**src/rtl/mem_fill_ctrl.sv**
```systemverilog
// Cache refill / write-through controller in front of a single-port backing RAM.
// Serves one D-cache write, D-cache refill or I-cache refill at a time; every output is registered.
module mem_fill_ctrl #(
    parameter int READ_LATENCY  = 2,
    parameter int RAM_ADDR_BITS = 18
) (
    input  logic                     CLK_cpu,
    input  logic                     reset,
    input  logic                     icache_miss,
    input  logic [31:0]              icache_miss_addr,
    input  logic                     dcache_miss,
    input  logic [31:0]              dcache_miss_addr,
    input  logic                     dcache_wt_en,
    input  logic [31:0]              dcache_wt_addr,
    input  logic [31:0]              dcache_wt_data,
    input  logic [1:0]               dcache_wt_size,
    output logic                     busy,
    output logic                     icache_fetch,
    output logic [31:0]              icache_write_addr,
    output logic [31:0]              icache_write_data,
    output logic                     dcache_fetch,
    output logic [31:0]              dcache_write_addr,
    output logic [31:0]              dcache_write_data,
    output logic                     dcache_wt_ack,
    output logic [RAM_ADDR_BITS-1:0] ram_addr,
    output logic                     ram_re,
    output logic                     ram_we,
    output logic [3:0]               ram_wmask,
    output logic [31:0]              ram_wdata,
    input  logic [31:0]              ram_rdata
);

    typedef enum logic [2:0] {
        IDLE    = 3'd0,
        WRITE   = 3'd1,
        READ    = 3'd2,
        WAIT    = 3'd3,
        RESPOND = 3'd4
    } state_t;

    localparam logic [2:0] LAT_LAST = 3'(READ_LATENCY - 1);

    state_t      state_r;
    logic        req_icache_r;
    logic [31:0] addr_r;
    logic        in_range_r;
    logic [2:0]  wait_cnt_r;

    logic [31:0] rd_addr_s;
    logic        rd_in_range_s;
    logic        wt_in_range_s;
    logic [31:0] rsp_data_s;
    logic [31:0] rsp_addr_s;

    // Byte lanes touched by a write of the given size at the given byte offset.
    function automatic logic [3:0] wmask_f(input logic [1:0] size, input logic [1:0] lo);
        logic [3:0] m;
        case (size)
            2'b00:   m = 4'b0001 << lo;
            2'b01:   m = lo[1] ? 4'b1100 : 4'b0011;
            2'b10:   m = 4'b1111;
            default: m = 4'b0000;
        endcase
        return m;
    endfunction

    // Write data replicated across lanes so the mask alone selects the target bytes.
    function automatic logic [31:0] wdata_f(input logic [1:0] size, input logic [31:0] d);
        logic [31:0] w;
        case (size)
            2'b00:   w = {4{d[7:0]}};
            2'b01:   w = {2{d[15:0]}};
            default: w = d;
        endcase
        return w;
    endfunction

    // D-cache refill outranks I-cache refill; addresses above 1MB never reach the RAM.
    always_comb begin
        rd_addr_s     = dcache_miss ? dcache_miss_addr : icache_miss_addr;
        rd_in_range_s = (rd_addr_s[31:20] == 12'h000);
        wt_in_range_s = (dcache_wt_addr[31:20] == 12'h000);
        rsp_data_s    = in_range_r ? ram_rdata : 32'h0000_0000;
        rsp_addr_s    = addr_r & 32'hFFFF_FFFC;
    end

    // Transaction FSM; strobes default low each cycle and pulse for exactly one cycle.
    always_ff @(posedge CLK_cpu or posedge reset) begin
        if (reset) begin
            state_r           <= IDLE;
            req_icache_r      <= 1'b0;
            addr_r            <= 32'h0000_0000;
            in_range_r        <= 1'b0;
            wait_cnt_r        <= 3'd0;
            busy              <= 1'b0;
            icache_fetch      <= 1'b0;
            icache_write_addr <= 32'h0000_0000;
            icache_write_data <= 32'h0000_0000;
            dcache_fetch      <= 1'b0;
            dcache_write_addr <= 32'h0000_0000;
            dcache_write_data <= 32'h0000_0000;
            dcache_wt_ack     <= 1'b0;
            ram_addr          <= '0;
            ram_re            <= 1'b0;
            ram_we            <= 1'b0;
            ram_wmask         <= 4'b0000;
            ram_wdata         <= 32'h0000_0000;
        end else begin
            ram_re        <= 1'b0;
            ram_we        <= 1'b0;
            dcache_wt_ack <= 1'b0;
            icache_fetch  <= 1'b0;
            dcache_fetch  <= 1'b0;
            case (state_r)
                IDLE: begin
                    if (dcache_wt_en) begin
                        state_r       <= WRITE;
                        busy          <= 1'b1;
                        dcache_wt_ack <= 1'b1;
                        ram_we        <= wt_in_range_s && (dcache_wt_size != 2'b11);
                        ram_addr      <= dcache_wt_addr[RAM_ADDR_BITS+1:2];
                        ram_wmask     <= wmask_f(dcache_wt_size, dcache_wt_addr[1:0]);
                        ram_wdata     <= wdata_f(dcache_wt_size, dcache_wt_data);
                    end else if (dcache_miss || icache_miss) begin
                        state_r      <= READ;
                        busy         <= 1'b1;
                        req_icache_r <= !dcache_miss;
                        addr_r       <= rd_addr_s;
                        in_range_r   <= rd_in_range_s;
                        ram_re       <= rd_in_range_s;
                        ram_addr     <= rd_addr_s[RAM_ADDR_BITS+1:2];
                    end else begin
                        state_r <= IDLE;
                        busy    <= 1'b0;
                    end
                end
                WRITE: begin
                    state_r <= IDLE;
                    busy    <= 1'b0;
                end
                READ: begin
                    state_r    <= WAIT;
                    wait_cnt_r <= 3'd0;
                end
                WAIT: begin
                    if (wait_cnt_r == LAT_LAST) begin
                        state_r <= RESPOND;
                        if (req_icache_r) begin
                            icache_fetch      <= 1'b1;
                            icache_write_addr <= rsp_addr_s;
                            icache_write_data <= rsp_data_s;
                        end else begin
                            dcache_fetch      <= 1'b1;
                            dcache_write_addr <= rsp_addr_s;
                            dcache_write_data <= rsp_data_s;
                        end
                    end else begin
                        wait_cnt_r <= wait_cnt_r + 3'd1;
                    end
                end
                // No request sampling here: the requester uses the fetch cycle to drop its miss.
                RESPOND: begin
                    state_r <= IDLE;
                    busy    <= 1'b0;
                end
                default: begin
                    state_r <= IDLE;
                    busy    <= 1'b0;
                end
            endcase
        end
    end

endmodule

```
**config.mk**
```make
export PLATFORM = sky130hd
export DESIGN_NAME = mem_fill_ctrl
export DESIGN_NICKNAME = d
export VERILOG_FILES = /design/src/rtl/mem_fill_ctrl.sv
export SDC_FILE = /design/constraint.sdc
export NUM_CORES = 1
export LEC_CHECK = 0
export CAP_MARGIN = 40
export CORE_ASPECT_RATIO = 0.5
export CORE_UTILIZATION = 30
export DETAILED_ROUTE_END_ITERATION = 12
export PLACE_DENSITY = 0.61
export SLEW_MARGIN = 40
export SYNTH_ARGS = -nofsm -noshare
export SYNTH_HDL_FRONTEND = slang
export SYNTH_SLANG_ARGS = --single-unit
```
**constraint.sdc**
```tcl
create_clock -name CLK_cpu -period 12.31 [get_ports CLK_cpu]
set_clock_uncertainty 0.15 [all_clocks]
set_input_delay 2.462 -clock CLK_cpu [delete_from_list [all_inputs] [get_ports CLK_cpu]]
set_output_delay 2.462 -clock CLK_cpu [all_outputs]
set_load 0.01 [all_outputs]
```
Word level (Yosys, flattened, before mapping). Cells that the tools add are included.

Register bits after elaboration: 224. Bits in latches: 0. Bits in writable memories: 0. Memory bits (read-only): 0. Bits of input ports: 167. Word-level logic and storage cells: 75. Memories kept: 0.

Add/subtract/negate cells: 1. $mul: 0. Divide/modulo/power cells: 0. Magnitude comparators: 0. Equal/unequal tests: 8. Shifts and indexed selects: 1. Mux-type cells: 29. Bitwise operators: 2. Reduce and logical (&&, ||, !) cells: 16.

Operators with widths (count): $mux 32 (2); $pmux 32 s2 (1); $mux 18 (2); $logic_not 12->1 (2); $mux 1 (15); $pmux 4 s3 (1); $pmux 3 s3 (1); $reduce_and 3->1 (3); $eq 3x2->1 const B (2); $mux 3 (2); $ne 2x2->1 const B (3); $pmux 3 s2 (1); $reduce_and 2->1 (3); $mux 2 (2); $mux 4 (1); $reduce_bool 2->1 (2); $shl 1x2->4 const A (1); $add 3x1->3 const B (1); $eq 3x1->1 const B (1); $logic_not 3->1 (1); $eq 2x1->1 const B (1); $eq 2x2->1 const B (1); $logic_not 2->1 (1); $not 1->1 (2); other kinds (5) (5).

Longest topological paths before layout.
Word-level depth: 5. Depth in mapped cells: 9.

Least setup slack after synthesis. No wires, ideal clock.

Kind: input -> register. Start: input port dcache_miss. End: register req_icache_r. Library setup time: 134 ps. Arrival: 3433 ps. Required time: 12026 ps. Path slack: 8593 ps. Stages on the path: 5. Buffers on the path: 3. Path through: buf_2 > o211ai_1 > clkbuf_1 > clkbuf_1 > o21ai_0.

Word-level cells in the longest chain between the ends: 2.

Ends and longest elaborated chain: from (decl) (line 11) `input logic dcache_miss,`; $logic_or 1x1->1 (line 124) `end else if (dcache_miss || icache_miss) begin`; $reduce_and 3->1 (no line); to (signal assigned) (line 127) `req_icache_r <= !dcache_miss;`; to (decl) (line 44) `logic req_icache_r;`.

Several ways; a longest one is shown, not always the timed one. A chain may end at the register's enable or synchronous reset.

Worst setup path in the final report.
Start: input port dcache_wt_size[0]. End: register ram_wdata[14].

Word-level cells in the longest chain between the ends: 2.

Ends and longest elaborated chain: from (decl) (line 16) `input logic [1:0] dcache_wt_size,`; $eq 2x1->1 or $logic_not 2->1 (tied branches) (line 70) `case (size)`; $pmux 32 s2 (*) (line 70); to (signal assigned) (line 123) `ram_wdata <= wdata_f(dcache_wt_size, dcache_wt_data);`; to (decl) (line 29) `output logic [31:0] ram_wdata,`.

Every way passes the cells marked *; elsewhere a longest branch is shown, timed or not.

==> results.json <==
{
  "synth_edf_count": 0,
  "start_util": 0.3053,
  "grt_max_degree": 145,
  "fin_tns_setup_ns": 0,
  "hold_end": "state_r[0]",
  "leakage_nw": 6.082,
  "dp.cells": 1565,
  "power_frac_seq": 0.397,
  "die_w_um": 250.5,
  "max_freq_mhz": 239.7,
  "required_ns": 12.52,
  "post_cts_resized": 0,
  "synth_seq_cells": 222,
  "post-route-drc-count": 4,
  "first_global_vias": 7395,
  "path_buf_inv": 1,
  "drive_gt1_frac": 0.1009,
  "ys_top_cells_by_count": "dfrtp_1 (222), nand2_1 (150), o21ai_0 (140)",
  "viasPerCell": 4.555,
  "synthCells": 868,
  "total_power_mw": 3.035,
  "start_kind": "input port",
  "grt_usage": 0.1707,
  "setup_viol": 0,
  "r2r_slack_ns": 9.68,
  "antenna_found_initial": 3,
  "ys.flop_type": "dfrtp_1",
  "drtPass1Iterations": 11,
  "r2r_end": "icache_write_addr[28]",
  "syn_to_final_growth_pct": 49.32,
  "die_area_mm2": 0.03163,
  "slew_headroom": 0.4765,
  "cts_max_level": 1,
  "cp_max_fo": 12,
  "hold_viol_final": 0,
  "syn-cell-area_mm2": 0.009265,
  "place_congestion": 0.8349,
  "synth_top_family_by_area": "multiplexers",
  "wl_per_cell_um": 17.07,
  "power_frac_clock": 0.223,
  "worstPathCellList": "clkdlybuf4s50_1, nor2_2, mux2i_1, o21ai_0",
  "postCtsSetupBuffers": 0,
  "die_h_um": 126.3,
  "synth_area_leader_cell": "dfrtp_1",
  "p_int_mw": 2.054,
  "p_comb_frac": 0.381,
  "r2r_cells": 5,
  "cp-end-kind": "register",
  "io_pins": 355,
  "drt_iter0_drc": 487,
  "cap_viol_max_count": 0,
  "cts_root_buf": "clkbuf_16",
  "finalCritPeriodShare": 0.3389,
  "drv_slew": 0,
  "netSwitchingPower_uw": 980.9,
  "fin_crit_ns": 4.172,
  "crit_type": "in2reg",
  "vias": 7338,
  "hold_path_class": "reg2reg",
  "async_flop_share": 1.000,
  "rr_startpoint": "wait_cnt_r[0]",
  "synthTopCellsByArea": "dfrtp_1 (60%), mux2_2 (7.7%), o21ai_0 (7.6%)",
  "synth.yosys.seq_area_share": 0.5996,
  "final_util": 0.4559,
  "cts_buffers": 23,
  "synth.avg_cell_area_um2": 10.67,
  "rsz0062_at_grt": "no",
  "hpwlAfterDp_um": 20080,
  "min_delay_path_depth": 1,
  "violations": "DRC",
  "clockBufferDepth": 3,
  "yosys_warnings": 0,
  "worst_path_max_delay_cell": "clkdlybuf4s50_1",
  "fill_cells": 2828,
  "cts.clk_slew.worst_paths_ns": 0.07,
  "final_nets": 1361,
  "critPathArrivalTime_ns": 4.38,
  "min_from": "state_r[2]",
  "synthXorXnorAreaFrac": 0,
  "synth_compound_area_frac": 0.1001,
  "drtAntennaViolNets": 0,
  "p_sw_frac": 0.3232,
  "port_buffers": 346,
  "yosysMostFrequentCell": "dfrtp_1",
  "max-vdd-ir-drop_mv": 0.08198,
  "synth_top_cell_area_share": 0.5996,
  "yosys.area_share.simple": 0.1076,
  "hold_buffers": 0,
  "rows": 45,
  "clk_latency_ns": 0.52,
  "finalInstanceArea_mm2": 0.01383,
  "power.density_mw_per_mm2": 219.4,
  "dpl_cell_area_mm2": 0.01308,
  "cts_sinks": 222,
  "grt-ovfl-total": 0,
  "grt_pass1_wl_um": 42600,
  "wirelength_um": 27500,
  "synth_cell_types": 33,
  "cp_slowest_stage_delay_ns": 0.82,
  "synth_fa_ha_area_frac": 0.002701,
  "status": "finished, violations left",
  "tightest_slew_ns": 0.7828,
  "synth_mux_area_frac": 0.1430,
  "core_mm2": 0.03035,
  "cp_top_family": "buffers and inverters",
  "cts_tree": "built",
  "fin_cells": 1611
}
[kinds of logic after synthesis]
kind of cell	count (synthesis)
compound gates	179
fa+ha+maj	2
simple gates	241
flops	222
buf+inv	101
other cells	1
mux	122
[sequential cells by signal, summed over array words and instances, names as in the netlist, 3 cells and up]
register,cells
ram_wdata,32
ram_wmask,4
ram_addr,18
state_r,3
dcache_write_data,32
icache_write_data,32
icache_write_addr,30
wait_cnt_r,3
addr_r,30
dcache_write_addr,30
[power groups by stage]
| stage | Clock [mW] | Combinational (mW) | Sequential, mW |
|---|---|---|---|
| after detailed placement | 0 | 1.17 | 1.22 |
| after CTS | 0.699 | 1.17 | 1.21 |
| after floorplan | 0 | 0.360 | 1.31 |
| after global placement | 0 | 1.15 | 1.20 |
| after global routing | 0.729 | 1.25 | 1.25 |
| final | 0.676 | 1.16 | 1.20 |
[placed cells by master, fill, tap and decap left out, drive strengths merged]
master and n:
o21ai 140, o211ai 1, clkdlybuf4s50 345, or4 1, ha 2, nand3 34
nor2b 1, a21oi 30, nor3 4, dfrtp 222, buf 12, a21o 1
nand4 2, clkbuf 34, nand3b 1, mux2 68, nand2 150, o31ai 5
conb 4, clkinvlp 2, clkinv 4, inv 41, bufinv 1, nor4 6
diode 3, nor2 37, o21ba 1, mux2i 54, a22o 1, nor4b 1
nand2b 2, or3 1, and2 1
[cell type report]
cell class              count  area [um2]  share of cell area
well taps                 399       499.2             0.03609
flip-flops and latches    222        5559              0.4018
clock buffers              34       646.9             0.04676
clock inverters             8       73.82            0.005336
repair buffers            357        3567              0.2578
diodes                      3       7.507           0.0005426
inverters                  40       162.7             0.01176
multi-input cells         548        3318              0.2398
[layer usage]
metal / routed length [um] / up-vias / track usage
met5: 0 / - / 0
met4: 905 / 0 / 0.06027
met3: 660 / 50 / 0.02067
met2: 14410 / 131 / 0.3113
met1: 11530 / 3586 / 0.2085
li1: - / 3571 / -
[worst max path at each step]
stage	start	to	slack (ns)	cells after the start
3_3_place_gp	reset	in_range_r	7.27	3
4_1_cts	dcache_wt_size[0]	ram_wdata[14]	8.17	4
6_report	dcache_wt_size[0]	ram_wdata[14]	8.14	4
2_1_floorplan	reset	addr_r[10]	3.62	1
5_1_grt	dcache_wt_size[0]	ram_wdata[10]	8.03	4
3_5_place_dp	dcache_wt_size[0]	ram_wdata[14]	7.62	4
[through the flow]
| step | worst slack (ns) | hold WS (ns) |
|---|---|---|
| finish | 8.138 | 0.3272 |
| global route | 8.028 | 0.3442 |
| CTS | 8.166 | 0.3308 |
| detailed placement | 7.621 | 0.3189 |
| global placement | 7.275 | 0.3052 |
| floorplan | 3.620 | 0.2887 |
Note: power is estimated with default switching activity, not from simulation.
